### src/rtl/decode_issue_ctrl.sv
// Issue sequencer between fetch and execute: holds one instruction, tracks pending register
// writes in a scoreboard and stalls issue on RAW/WAW hazards until writeback clears them.
module decode_issue_ctrl #(
  parameter int unsigned XLEN              = 32,
  parameter int unsigned REG_FILE_DEPTH    = 32,
  parameter int unsigned REG_FILE_ADDR_LEN = $clog2(REG_FILE_DEPTH),
  parameter int unsigned STALL_CNT_W       = 16
) (
  input  logic                         clk,
  input  logic                         rst_n,
  input  logic                         if_valid,
  output logic                         if_ready,
  input  logic [XLEN-1:0]              if_instr,
  input  logic                         flush,
  input  logic                         wb_valid,
  input  logic [REG_FILE_ADDR_LEN-1:0] wb_rd,
  output logic                         iss_valid,
  input  logic                         iss_ready,
  output logic [XLEN-1:0]              iss_instr,
  output logic [REG_FILE_ADDR_LEN-1:0] iss_rs1,
  output logic [REG_FILE_ADDR_LEN-1:0] iss_rs2,
  output logic [REG_FILE_ADDR_LEN-1:0] iss_rd,
  output logic                         iss_illegal,
  output logic [REG_FILE_DEPTH-1:0]    busy_mask,
  output logic [STALL_CNT_W-1:0]       stall_cnt
);

  localparam logic [6:0] OpLui     = 7'b0110111;
  localparam logic [6:0] OpAuipc   = 7'b0010111;
  localparam logic [6:0] OpJal     = 7'b1101111;
  localparam logic [6:0] OpJalr    = 7'b1100111;
  localparam logic [6:0] OpLoad    = 7'b0000011;
  localparam logic [6:0] OpImm     = 7'b0010011;
  localparam logic [6:0] OpBranch  = 7'b1100011;
  localparam logic [6:0] OpStore   = 7'b0100011;
  localparam logic [6:0] OpReg     = 7'b0110011;
  localparam logic [6:0] OpMiscMem = 7'b0001111;
  localparam logic [6:0] OpSystem  = 7'b1110011;

  logic                         hold_valid_q, hold_valid_d;
  logic [XLEN-1:0]              hold_instr_q, hold_instr_d;
  logic [REG_FILE_DEPTH-1:0]    busy_q, busy_d;
  logic [STALL_CNT_W-1:0]       stall_cnt_q, stall_cnt_d;

  logic                         use_rs1, use_rs2, use_rd, illegal;
  logic [REG_FILE_ADDR_LEN-1:0] rs1_f, rs2_f, rd_f;
  logic                         hazard, issue;

  assign rs1_f = hold_instr_q[15 +: REG_FILE_ADDR_LEN];
  assign rs2_f = hold_instr_q[20 +: REG_FILE_ADDR_LEN];
  assign rd_f  = hold_instr_q[7 +: REG_FILE_ADDR_LEN];

  always_comb begin
    use_rs1 = 1'b0;
    use_rs2 = 1'b0;
    use_rd  = 1'b0;
    illegal = 1'b0;
    case (hold_instr_q[6:0])
      OpLui, OpAuipc, OpJal:  use_rd = 1'b1;
      OpJalr, OpLoad, OpImm: begin
        use_rs1 = 1'b1;
        use_rd  = 1'b1;
      end
      OpBranch, OpStore: begin
        use_rs1 = 1'b1;
        use_rs2 = 1'b1;
      end
      OpReg: begin
        use_rs1 = 1'b1;
        use_rs2 = 1'b1;
        use_rd  = 1'b1;
      end
      OpMiscMem, OpSystem: ;
      default: illegal = 1'b1;
    endcase
  end

  // x0 never hazards and is never marked pending
  always_comb begin
    hazard = 1'b0;
    if (use_rs1 && rs1_f != '0 && busy_q[rs1_f]) hazard = 1'b1;
    if (use_rs2 && rs2_f != '0 && busy_q[rs2_f]) hazard = 1'b1;
    if (use_rd && rd_f != '0 && busy_q[rd_f])    hazard = 1'b1;
  end

  assign iss_valid   = hold_valid_q & ~hazard & ~flush;
  assign issue       = iss_valid & iss_ready;
  assign if_ready    = ~flush & (~hold_valid_q | issue);
  assign iss_instr   = hold_instr_q;
  assign iss_rs1     = use_rs1 ? rs1_f : '0;
  assign iss_rs2     = use_rs2 ? rs2_f : '0;
  assign iss_rd      = use_rd ? rd_f : '0;
  assign iss_illegal = hold_valid_q & illegal;
  assign busy_mask   = busy_q;
  assign stall_cnt   = stall_cnt_q;

  always_comb begin
    hold_valid_d = hold_valid_q;
    hold_instr_d = hold_instr_q;
    busy_d       = busy_q;
    stall_cnt_d  = stall_cnt_q;

    if (flush) begin
      hold_valid_d = 1'b0;
    end else if (if_ready) begin
      hold_valid_d = if_valid;
      if (if_valid) hold_instr_d = if_instr;
    end

    // Clear first so an issue setting the same register wins
    if (wb_valid && wb_rd != '0) busy_d[wb_rd] = 1'b0;
    if (issue && use_rd && rd_f != '0) busy_d[rd_f] = 1'b1;

    if (hold_valid_q && hazard && !flush && stall_cnt_q != '1) begin
      stall_cnt_d = stall_cnt_q + STALL_CNT_W'(1);
    end
  end

  always_ff @(posedge clk) begin
    if (!rst_n) begin
      hold_valid_q <= 1'b0;
      hold_instr_q <= '0;
      busy_q       <= '0;
      stall_cnt_q  <= '0;
    end else begin
      hold_valid_q <= hold_valid_d;
      hold_instr_q <= hold_instr_d;
      busy_q       <= busy_d;
      stall_cnt_q  <= stall_cnt_d;
    end
  end

endmodule
### config.mk
export PLATFORM = sky130hd
export DESIGN_NAME = decode_issue_ctrl
export DESIGN_NICKNAME = d
export VERILOG_FILES = /design/src/rtl/decode_issue_ctrl.sv
export SDC_FILE = /design/constraint.sdc
export NUM_CORES = 1
export LEC_CHECK = 0
export BUFFER_PORTS_ARGS = -buffer_cell sky130_fd_sc_hd__buf_4
export CAP_MARGIN = 15
export CORE_MARGIN = 3
export CORE_UTILIZATION = 42
export CTS_CLUSTER_SIZE = 20
export DETAILED_ROUTE_END_ITERATION = 6
export PLACE_DENSITY = 0.65
export SLEW_MARGIN = 20
export SYNTH_ARGS = -nofsm -noshare
export SYNTH_HDL_FRONTEND = slang
export SYNTH_SLANG_ARGS = --single-unit
### constraint.sdc
create_clock -name clk -period 4.5 [get_ports clk]
set_input_delay 1.35 -clock clk [delete_from_list [all_inputs] [get_ports clk]]
set_output_delay 1.35 -clock clk [all_outputs]
set_load 0.01 [all_outputs]
---- After elaboration in Yosys (flattened, before gate mapping) ----
Cells that the tools add are included.
storage, ports and cells
  flip-flop bits (word level) ............. 81
  bits of input ports ..................... 43
  logic and storage cells ................. 83
cells by class
  add/subtract/negate cells ............... 1
  $lt $le $gt $ge ......................... 6
  equality and inequality tests ........... 12
  mux-type cells .......................... 22
  bitwise logic cells ..................... 13
  reductions and logical operators ........ 25
operators with widths
  operator                                                            count
  2-to-1 mux 32 bit                                                   2
  bitwise AND 32 bit                                                  1
  inverter 32 bit                                                     1
  bitwise OR 32 bit                                                   1
  equality test 7 bit (second input constant)                         4
  less-than comparator 5 x 6 -> 1 bit (second input constant)         4
  equality test 7 x 6 -> 1 bit (second input constant)                3
  nonzero test 5 bit                                                  4
  adder 16 x 1 -> 16 bit (second input constant)                      1
  != test 16 bit (second input constant)                              1
  binary-select mux 1 bit (select 5 bit)                              3
  2-to-1 mux 5 bit                                                    3
  equality test 7 x 5 -> 1 bit (second input constant)                2
  logical AND 1 bit                                                   14
  2-to-1 mux 1 bit                                                    12
  OR reduction 11 bit                                                 1
  demux 1 bit (select 5 bit)                                          2
  greater-or-equal comparator 5 x 1 -> 1 bit (second input constant)  2
  equality test 7 x 2 -> 1 bit (second input constant)                1
  equality test 7 x 4 -> 1 bit (second input constant)                1
  OR reduction 7 bit                                                  1
  OR reduction 6 bit                                                  1
  bitwise AND 1 bit                                                   5
  inverter 1 bit                                                      4
  5 further kinds                                                     5

---- Longest topological paths before layout ----
Gate-level depths: netlist of the first run.
  word-level depth ........................ 15
  depth in mapped cells ................... 10
  mapped depth without buffers ............ 8

---- Worst setup path before layout of the first run ----
Ideal clock, no wire load.
  path type ............................... reg2out
  start ................................... register hold_instr_q[8] (netlist: iss_instr[8])
  end ..................................... output if_ready
  data arrival time ....................... 2.450 ns
  data required time ...................... 3.150 ns
  setup slack ............................. 0.700 ns
  cell stages (with the launch flop) ...... 11
  path buffers ............................ 3
  path through ............................ dfxtp_1 buf_6 mux4_2 mux2_2 o22a_1 o2111ai_2 o211a_1 buf_6 buf_2 nand2_1 a21oi_1
between the ends
  longest elaborated chain between the ends .. 10
ends and longest elaborated chain
  item                                                                          RTL line  RTL
  start: declaration                                                            41        logic [XLEN-1:0] hold_instr_q, hold_instr_d;
  start signal: assignment                                                      127       hold_instr_q <= hold_instr_d;
  binary-select mux 1 bit (select 5 bit) or nonzero test 5 bit (tied branches)  83        if (use_rd && rd_f != '0 && busy_q[rd_f]) hazard = 1'b1;
  2-to-1 mux 1 bit (not written as such) or logical AND 1 bit (tied branches)   83
  logical AND 1 bit *                                                           83
  2-to-1 mux 1 bit *                                                            83
  inverter 1 bit *                                                              86        assign iss_valid = hold_valid_q & ~hazard & ~flush;
  bitwise AND 1 bit * (2 in a row)                                              86
  bitwise AND 1 bit *                                                           87        assign issue = iss_valid & iss_ready;
  bitwise OR 1 bit *                                                            88        assign if_ready = ~flush & (~hold_valid_q | issue);
  bitwise AND 1 bit *                                                           88
  end: declaration                                                              12        output logic if_ready,
Mark *: on every way between the ends. The rest lies on a longest branch, timed or not. The select of a mux whose other input is x is not followed.

---- Worst setup path after layout of the first run ----
  start ................................... register hold_instr_q[8] (netlist: iss_instr[8])
  end ..................................... output iss_valid
between the ends
  longest elaborated chain between the ends .. 7
ends and longest elaborated chain
  item                                                                          RTL line  RTL
  binary-select mux 1 bit (select 5 bit) or nonzero test 5 bit (tied branches)  83
  2-to-1 mux 1 bit (not written as such) or logical AND 1 bit (tied branches)   83
  logical AND 1 bit *                                                           83
  2-to-1 mux 1 bit *                                                            83
  inverter 1 bit *                                                              86
  bitwise AND 1 bit * (2 in a row)                                              86
  end: declaration                                                              17        output logic iss_valid,
Marked as above.

==> flow_summary.yaml, run 1 <==
status:
  status: "finished, final reports clean"
route:
  drt_iter0_drc: 473
  wl_per_cell_microns: 18.9
  drc_errors: 0
  viasPerCell: 5.90
  vias: 4558
  wl_microns: 14600
  dr.pass1.iters: 5
  ant_nets: 0
die:
  die_w_microns: 112
  initial_core_util_pct: 43.2
  die_h_microns: 112
  die_area_sq_um: 12500
  placementRows: 38
  core-area_sq_um: 10900
  ios: 141
critical_path:
  crit_chain: "buf_6 -> mux4_2 -> o21ai_0 -> o311ai_0 -> o2111ai_2 -> o211a_1 -> buf_4 -> and2_1 -> buf_4"
  cpLargestDelayFamily: "compound AO/OA/AOI/OAI gates"
  crit_fanout: 28
  critPathRequiredTime_ns: 3.15
  worstSetupEndpointType: "output port"
  slowest_delay_ns: 0.52
  cp.depth: 9
  reg2reg_depth: 9
  crit_path_frequent_cell: "buf_4"
  worst-path-buf-inv: 3
  crit_arrival_ns: 2.92
  path_class: "flip-flop to output port"
  cpMaxStageDelayCell: "mux4_2"
  start_kind: "flip-flop"
cts:
  clockRootBuffer: "clkbuf_16"
  cts_buffer_depth: 2
  cts_tree: "yes"
  postCtsHoldBufs: 0
  clk_latency_ns: 0.34
  clkTransAtPathRegs_ns: 0.06
  htree_levels: 3
  cts_sinks: 81
  cts_buffers: 9
  postCtsSetupBuffers: 0
  ctsResizeCount: 0
sta:
  fin_skew_ns: 0.00854
  worst-slew-pin-transition_ns: 0.932
  relSlewSlack_pct: 37.9
  fmax_mhz: 234
  setup_tns_ns: 0
  rsz0062_at_grt: "no"
  setup_slack_ns: 0.229
  whs_ns: 0.459
  hold_viol_final: 0
  finalSetupViolCount: 0
  finalCritPeriodShare_pct: 94.9
  slew_viol_final: 0
  fin_crit_ns: 4.27
yosys:
  yosys.cell_types.count: 63
  synth_area_leaders: "dfxtp_1 34%, mux2i_1 9.1%, mux4_2 9.1%"
  synth_area_per_cell_sq_um: 9.35
  synth_flop_cell: "dfxtp_1"
  synth_edf_count: 0
  yosysTopAreaCellShare_pct: 34.3
  ys_seq_area_share_pct: 34.3
  yosysTopAreaCell: "dfxtp_1"
  synth.most_common_cell: "nand2_1"
  synthTopCellsByCount: "84 x nand2_1, 81 x dfxtp_1, 43 x mux2i_1"
  syn_nets: 549
  ys_warn_count: 0
  synthCells: 505
  ys_seq_elements: 81
  synth_area_sq_um: 4720
  synthArstFlopShare_pct: 0
power_and_ir_drop:
  leakagePower_nw: 2.43
  clkPwrFrac_pct: 43.3
  power_frac_comb_pct: 12.0
  ir_worst_vdd_v: 0.000155
  p_int_mw: 1.29
  seq_power_share_pct: 44.7
  swShare_pct: 25.7
  p_per_area_nw_per_um2: 284
  p_sw_mw: 0.447
finish:
  fin_util_pct: 56.0
  diodes: 0
  area_delta_synth_final_pct: 29.7
  num-nets-final: 671
  drive_gt1_share_pct: 32.4
global_routing:
  grt_use_total_pct: 22.9
  overflow: 0
  antenna_found_initial: 0
  grt_pass1_vias: 4226
  grt_start_max_net_pins: 70
  grt_pass1_wl_microns: 23200
min_path:
  hp-class: "flip-flop to flip-flop"
  holdPathStages: 2
placed_design:
  port_buffers: 140
  gp_congestion: 0.865
  hpwl_microns: 10500
  dp_slack_ns: 0.460
run:
  drv_cap: 0
cell type report:
type	instances	area (sq um)
Fill cell	988	4810
Inverter	9	33.8
Clock inverter	5	62.6
Multi-Input combinational cell	376	2840
Clock buffer	11	243
Timing Repair Buffer	150	1140
Sequential cell	81	1620
Tap cell	140	175
path summary, 6_finish.rpt:
kind	startpoint	endpoint	slack (ns)
min	iss_instr[31]$_SDFFE_PN0P_	iss_instr[31]$_SDFFE_PN0P_	0.46
max	iss_instr[8]$_SDFFE_PN0P_	iss_valid	0.23
min reg2reg	iss_instr[31]$_SDFFE_PN0P_	iss_instr[31]$_SDFFE_PN0P_	0.46
max reg2reg	iss_instr[8]$_SDFFE_PN0P_	iss_instr[1]$_SDFFE_PN0P_	1.44
power groups by stage:
| stage | combinational [mW] | clock, mW | sequential [mW] |
|---|---|---|---|
| after floorplan | 0.133 | 0 | 0.779 |
| after global placement | 0.204 | 0 | 0.790 |
| after detailed placement | 0.208 | 0 | 0.792 |
| after CTS | 0.209 | 0.766 | 0.777 |
| after global routing | 0.226 | 0.799 | 0.782 |
| final | 0.209 | 0.752 | 0.777 |
kinds of logic (layout without fill, tap and decap cells):
logic type	count (synthesis)	count (layout)	synth area share, %
buf+inv	48	175	5.51
simple gates	185	185	21.7
fa+ha+maj	1	1	0.265
flops	81	81	34.3
compound gates	124	124	19.1
mux	66	66	19.1
state kept, by name (all words and copies together), names as in the netlist:
| signal | count |
|---|---|
| busy_mask | 32 |
| hold_valid_q | 1 |
| iss_instr | 32 |
| stall_cnt | 16 |
stage by stage:
step	cells	total power [mW]	cell area, sq um
floorplan	505	0.912	4720
global placement	756	0.994	5810
detailed placement	756	1.00	5810
CTS	772	1.75	6120
global route	772	1.81	6120
finish	772	1.74	6120
routing by layer:
| metal | wire length [microns] | vias to the layer above | global-route usage [%] | share of wire, % |
|---|---|---|---|---|
| met5 | 0 | - | 0 | 0 |
| met4 | 313 | 0 | 7.77 | 2.1 |
| met3 | 1400 | 26 | 5.61 | 9.6 |
| met2 | 6250 | 230 | 33.2 | 43 |
| met1 | 6650 | 2145 | 33.4 | 45 |
| li1 | - | 2157 | - | - |
worst reg2reg max path, cell delays in order, from the launching register on:
cell and delay, ns:
dfxtp_1 0.47, buf_6 0.25, mux4_2 0.53, o21ai_0 0.17, o311ai_0 0.19, o2111ai_2 0.15, o21ai_0 0.19, o32ai_4 0.55
buf_12 0.28, mux2i_1 0.21
cells in the final DEF (no fill, tap or decap), types with 3 or more instances in the layout:
cell | netlist | final
a21oi_1 | 9 | 9
and2_1 | 20 | 20
and3_1 | 3 | 3
and4_1 | 3 | 3
buf_4 | 1 | 148
clkbuf_16 | 0 | 9
dfxtp_1 | 81 | 80
inv_1 | 9 | 9
mux2_2 | 4 | 4
mux2i_1 | 43 | 43
mux4_2 | 19 | 19
nand2_1 | 84 | 84
nand2b_1 | 12 | 12
nand3_1 | 11 | 11
nand3b_1 | 9 | 9
nand4_1 | 7 | 7
nor2_1 | 6 | 6
nor4_1 | 3 | 3
o211ai_1 | 28 | 28
o21ai_0 | 38 | 38
o22ai_1 | 3 | 3
o311ai_0 | 11 | 11
o31ai_1 | 4 | 3
o41ai_1 | 8 | 8
or3_1 | 3 | 3
or3b_2 | 5 | 5
or4_1 | 3 | 3
Power figures use the tool's default switching activity.
==> run 2, diff against run 1 <==
BUFFER_PORTS_ARGS = -buffer_cell sky130_fd_sc_hd__buf_2   (was -buffer_cell sky130_fd_sc_hd__buf_4)
==> run 2 against run 1 <==
Effect of this change:
- worst setup slack gained 0.0025 ns
- sequential power decreased by 0.5%
- register-to-register slack worse by 0.04 ns
- sequential share of layout area increased by 1.6 points
- die area unchanged
- hold slack got worse by 0.0028 ns
- non-clock buffer count up 2
- highest routed layer unchanged
==> flow_summary.yaml, run 2 (synthesized netlist as in run 1, its figures left out) <==
cts:
  cts_tree: "yes"
  cts_buffers: 9
  postCtsHoldBufs: 0
  clockRootBuffer: "clkbuf_16"
  htree_levels: 3
  postCtsSetupBuffers: 0
  cts_buffer_depth: 2
  clk_latency_ns: 0.34
  cts_sinks: 81
  ctsResizeCount: 0
  clkTransAtPathRegs_ns: 0.06
finish:
  final-seq-area_sq_um: 1620
  num-nets-final: 673
  drive_gt1_share_pct: 32.6
  nFillCells: 1026
  most-common-layout-cells: "139 x buf_2, 84 x nand2_1, 80 x dfxtp_1"
  final_common_cell: "buf_2"
  multi_input_area_sq_um: 2840
  fin_util_pct: 52.8
  area_delta_synth_final_pct: 22.4
  diodes: 0
die:
  die_area_sq_um: 12500
  die_h_microns: 112
  placementRows: 38
  initial_core_util_pct: 43.2
  die_w_microns: 112
  core-area_sq_um: 10900
  ios: 141
route:
  wl_per_cell_microns: 18.8
  wl_microns: 14600
  vias: 4630
  viasPerCell: 5.98
  ant_nets: 0
  drc_errors: 0
  dr.pass1.iters: 5
  drt_iter0_drc: 545
placed_design:
  hpwl_microns: 10500
  gp_congestion: 0.908
  dp_slack_ns: 0.414
  port_buffers: 140
sta:
  rsz0062_at_grt: "no"
  worst-slew-pin-transition_ns: 0.942
  setup_tns_ns: 0
  setup_slack_ns: 0.232
  finalCritPeriodShare_pct: 94.9
  fin_skew_ns: 0.00589
  relSlewSlack_pct: 37.2
  finalSetupViolCount: 0
  hold_viol_final: 0
  slew_viol_final: 0
  fmax_mhz: 234
  fin_crit_ns: 4.27
global_routing:
  overflow: 0
  grt_start_max_net_pins: 70
  grtUsageMet3_pct: 4.91
  grt_use_total_pct: 22.8
  grt_pass1_vias: 4161
  grt_busiest_layer: "met1"
  grt_pass1_wl_microns: 23000
  antenna_found_initial: 0
  met2_usage_pct: 33.1
  use_met1_pct: 33.1
critical_path:
  reg2reg_depth: 9
  crit_fanout: 28
  start_kind: "flip-flop"
  crit_arrival_ns: 2.92
  r2r-end: "iss_instr[16]$_SDFFE_PN0P_"
  worstSetupEndpointType: "output port"
  path_class: "flip-flop to output port"
  critPathRequiredTime_ns: 3.15
  reg2reg_from: "iss_instr[8]$_SDFFE_PN0P_"
  reg2reg_setup_slack_ns: 1.40
  critPathLaunch: "iss_instr[8]$_SDFFE_PN0P_"
min_path:
  min_to: "iss_instr[28]$_SDFFE_PN0P_"
  hp-class: "flip-flop to flip-flop"
  min_from: "iss_instr[28]$_SDFFE_PN0P_"
  holdPathStages: 2
status:
  status: "finished, final reports clean"
power_and_ir_drop:
  ir_worst_vdd_v: 0.000142
  power.total_mw: 1.70
  p_per_area_nw_per_um2: 294
  leakagePower_nw: 2.41
run:
  drv_cap: 0
run 2: per-layer routing:
layer / share of wire (%) / wire length (microns)
met1: 46 / 6750
met2: 43 / 6230
met3: 8.2 / 1200
met4: 2.8 / 404
met5: 0 / 0
run 2: worst max path at each step:
stage / to / cells after the start
2_1_floorplan: if_ready / 10
3_3_place_gp: iss_valid / 8
3_5_place_dp: iss_valid / 8
4_1_cts: iss_valid / 8
5_1_grt: iss_valid / 9
6_report: iss_valid / 9
run 2: metrics by stage:
stage          instances  area [sq um]  hold WS, ns
5_1_grt              774          5780        0.477
2_1_floorplan        505          4720        0.479
3_5_place_dp         758          5480        0.448
4_1_cts              774          5780        0.458
6_report             774          5780        0.457
3_3_place_gp         758          5480        0.439
run 2: worst max-delay path, cell delays in order (launching register included):
cell,delay [ns]
dfxtp_1,0.45
buf_4,0.31
mux4_2,0.53
o21ai_0,0.14
o311ai_0,0.17
o2111ai_2,0.15
o211a_1,0.26
buf_4,0.29
and2_1,0.16
buf_2,0.12
run 2: area by class of cell:
class / count / share of cell area [%]
Multi-Input combinational cell: 376 / 49.2
Sequential cell: 81 / 28.1
Timing Repair Buffer: 152 / 13.9
Clock buffer: 11 / 4.20
Tap cell: 140 / 3.03
Clock inverter: 5 / 0.953
Inverter: 9 / 0.585
run 2: power by group:
| group | switching (mW) | total [mW] | leakage (nW) | internal (mW) |
|---|---|---|---|---|
| logic | 0.105 | 0.191 | 1.61 | 0.0856 |
| registers | 0.0362 | 0.773 | 0.658 | 0.737 |
| clock network | 0.292 | 0.735 | 0.142 | 0.443 |
==> run 3, diff against run 2 <==
ABC_AREA = 1   (was default)
PLACE_DENSITY = 0.64   (was 0.65)
==> run 3 against run 2 <==
Effect of this change:
- non-clock buffer count shrank 9
- area after synthesis grew 8.7%
- hold slack gained 0.018 ns
- first-iteration DRC count is the same
- fmax grew 3.9%
==> flow_summary.yaml, run 3 <==
critical_path:
  path_class: "flip-flop to output port"
  crit_arrival_ns: 2.76
  critPathRequiredTime_ns: 3.15
  critPathLaunch: "iss_instr[7]$_SDFFE_PN0P_"
  start_kind: "flip-flop"
  worstSetupEndpointType: "output port"
  reg2reg_from: "iss_instr[7]$_SDFFE_PN0P_"
  crit_fanout: 24
sta:
  slew_viol_final: 0
  finalSetupViolCount: 0
  fin_crit_ns: 4.11
  hold_viol_final: 0
  setup_tns_ns: 0
  relSlewSlack_pct: 27.9
  setup_slack_ns: 0.392
  fmax_mhz: 243
  rsz0062_at_grt: "no"
  fin_skew_ns: 0.00619
  finalCritPeriodShare_pct: 91.3
  worst-slew-pin-transition_ns: 1.07
finish:
  drive_gt1_share_pct: 17.3
  most-common-layout-cells: "249 x nand2_1, 140 x buf_2, 131 x inv_1"
  diodes: 0
  final_common_cell: "nand2_1"
  area_delta_synth_final_pct: 19.0
  num-nets-final: 1043
  nFillCells: 1277
  final_cell_count_no_fill: 1146
die:
  ios: 141
  placementRows: 39
  die_area_sq_um: 13600
  initial_core_util_pct: 44.0
  core-area_sq_um: 11700
  die_w_microns: 117
  die_h_microns: 117
route:
  dr.pass1.iters: 5
  ant_nets: 0
  wl_microns: 17000
  drt_iter0_drc: 545
  vias: 5899
  drc_errors: 0
  viasPerCell: 5.15
  wl_per_cell_microns: 14.8
yosys:
  synth_area_per_cell_sq_um: 5.80
  synthTopCellsByCount: "249 x nand2_1, 131 x inv_1, 113 x nor2_1"
  synth_flop_cell: "dfxtp_1"
  synth.most_common_cell: "nand2_1"
  syn_nets: 929
  synthArstFlopShare_pct: 0
  synth_area_leaders: "dfxtp_1 32%, nand2_1 18%, inv_1 9.6%"
  ys_seq_area_share_pct: 31.6
  synth_area_sq_um: 5130
  synth_edf_count: 0
  ys_warn_count: 0
  yosysTopAreaCellShare_pct: 31.6
  yosys.cell_types.count: 30
  ys_seq_elements: 81
  synthCells: 885
  yosysTopAreaCell: "dfxtp_1"
min_path:
  min_from: "stall_cnt[4]$_SDFFE_PN0P_"
  hp-class: "flip-flop to flip-flop"
cts:
  clockRootBuffer: "clkbuf_16"
  cts_buffer_depth: 2
  cts_sinks: 81
  htree_levels: 3
  postCtsHoldBufs: 0
  postCtsSetupBuffers: 0
  clk_latency_ns: 0.35
  clkTransAtPathRegs_ns: 0.06
  cts_tree: "yes"
  ctsResizeCount: 0
  cts_buffers: 9
power_and_ir_drop:
  leakagePower_nw: 3.09
  ir_worst_vdd_v: 0.000191
  p_per_area_nw_per_um2: 278
status:
  status: "finished, final reports clean"
global_routing:
  grt_pass1_wl_microns: 27500
  antenna_found_initial: 1
  grt_use_total_pct: 25.5
  grt_pass1_vias: 5353
  grt_start_max_net_pins: 43
  overflow: 0
placed_design:
  placedCellCount: 1131
  hpwl_microns: 12300
  dp_slack_ns: 0.804
  port_buffers: 140
  gp_congestion: 0.921
run:
  drv_cap: 0
## run 3: cell types whose count changed in the layout (fill, tap and decap cells not counted), sizes merged, moves of 31 or more
cell	change
nand3	+78
inv	+134
mux2i	-43
nand4	+31
a21oi	+37
nor2	+109
nand2	+166
## run 3: critical path, cell delays in order, from the launching register on
cell     delay (ns)
dfxtp_1        0.85
inv_2          0.30
nor2_1         0.15
o21ai_0        0.08
nand2_1        0.10
nand2_1        0.05
nand2_1        0.09
nor2_1         0.05
nand3_1        0.11
nand2_1        0.06
nor2_1         0.11
nand3_2        0.13
a21oi_1        0.16
buf_2          0.16
## run 3: cell type report
type	count	area, sq um	share of cell area, %
multi-input cells	618	2770	45.4
flip-flops and latches	81	1620	26.6
repair buffers	143	723	11.8
inverters	146	548	8.98
clock buffers	10	229	3.75
well taps	143	179	2.93
clock inverters	5	33.8	0.553
## run 3: kinds of logic after synthesis
| family | Yosys count | share of synthesized area (%) |
|---|---|---|
| compound gates | 101 | 10.2 |
| xor+xnor | 6 | 1.02 |
| fa+ha+maj | 1 | 0.244 |
| buf+inv | 186 | 14.4 |
| flops | 81 | 31.6 |
| simple gates | 510 | 42.5 |
## run 3: layer usage
metal / share of wire [%] / track usage (%) / vias to the layer above
li1: - / - / 3015
met4: 2.8 / 10.4 / 2
met2: 44 / 38.3 / 211
met3: 7.6 / 6.06 / 42
met5: 0.077 / 0 / -
met1: 45 / 35.1 / 2629
## run 3: through the flow
stage          instance area (sq um)  util [%]  total power, mW  hold WS, ns
5_1_grt                         6110      52.4             1.78        0.493
6_report                        6110      52.4             1.70        0.474
2_1_floorplan                   5130         -            0.959        0.479
3_3_place_gp                    5840      50.1             1.05        0.463
3_5_place_dp                    5840      50.1             1.05        0.468
4_1_cts                         6110      52.4             1.71        0.478
## run 3: path summary, 6_finish.rpt
| kind | slack, ns | depth (start not counted) | end |
|---|---|---|---|
| max | 0.39 | 13 | if_ready |
| min | 0.47 | 2 | stall_cnt[4]$_SDFFE_PN0P_ |
| max reg2reg | 1.21 | 16 | iss_instr[6]$_SDFFE_PN0P_ |
| min reg2reg | 0.47 | 2 | stall_cnt[4]$_SDFFE_PN0P_ |
## run 3: power breakdown
part           switching, mW  internal [mW]  total [mW]
clock                  0.295          0.369       0.664
sequential            0.0361          0.738       0.774
combinational          0.171         0.0890       0.260
total                  0.503           1.20        1.70
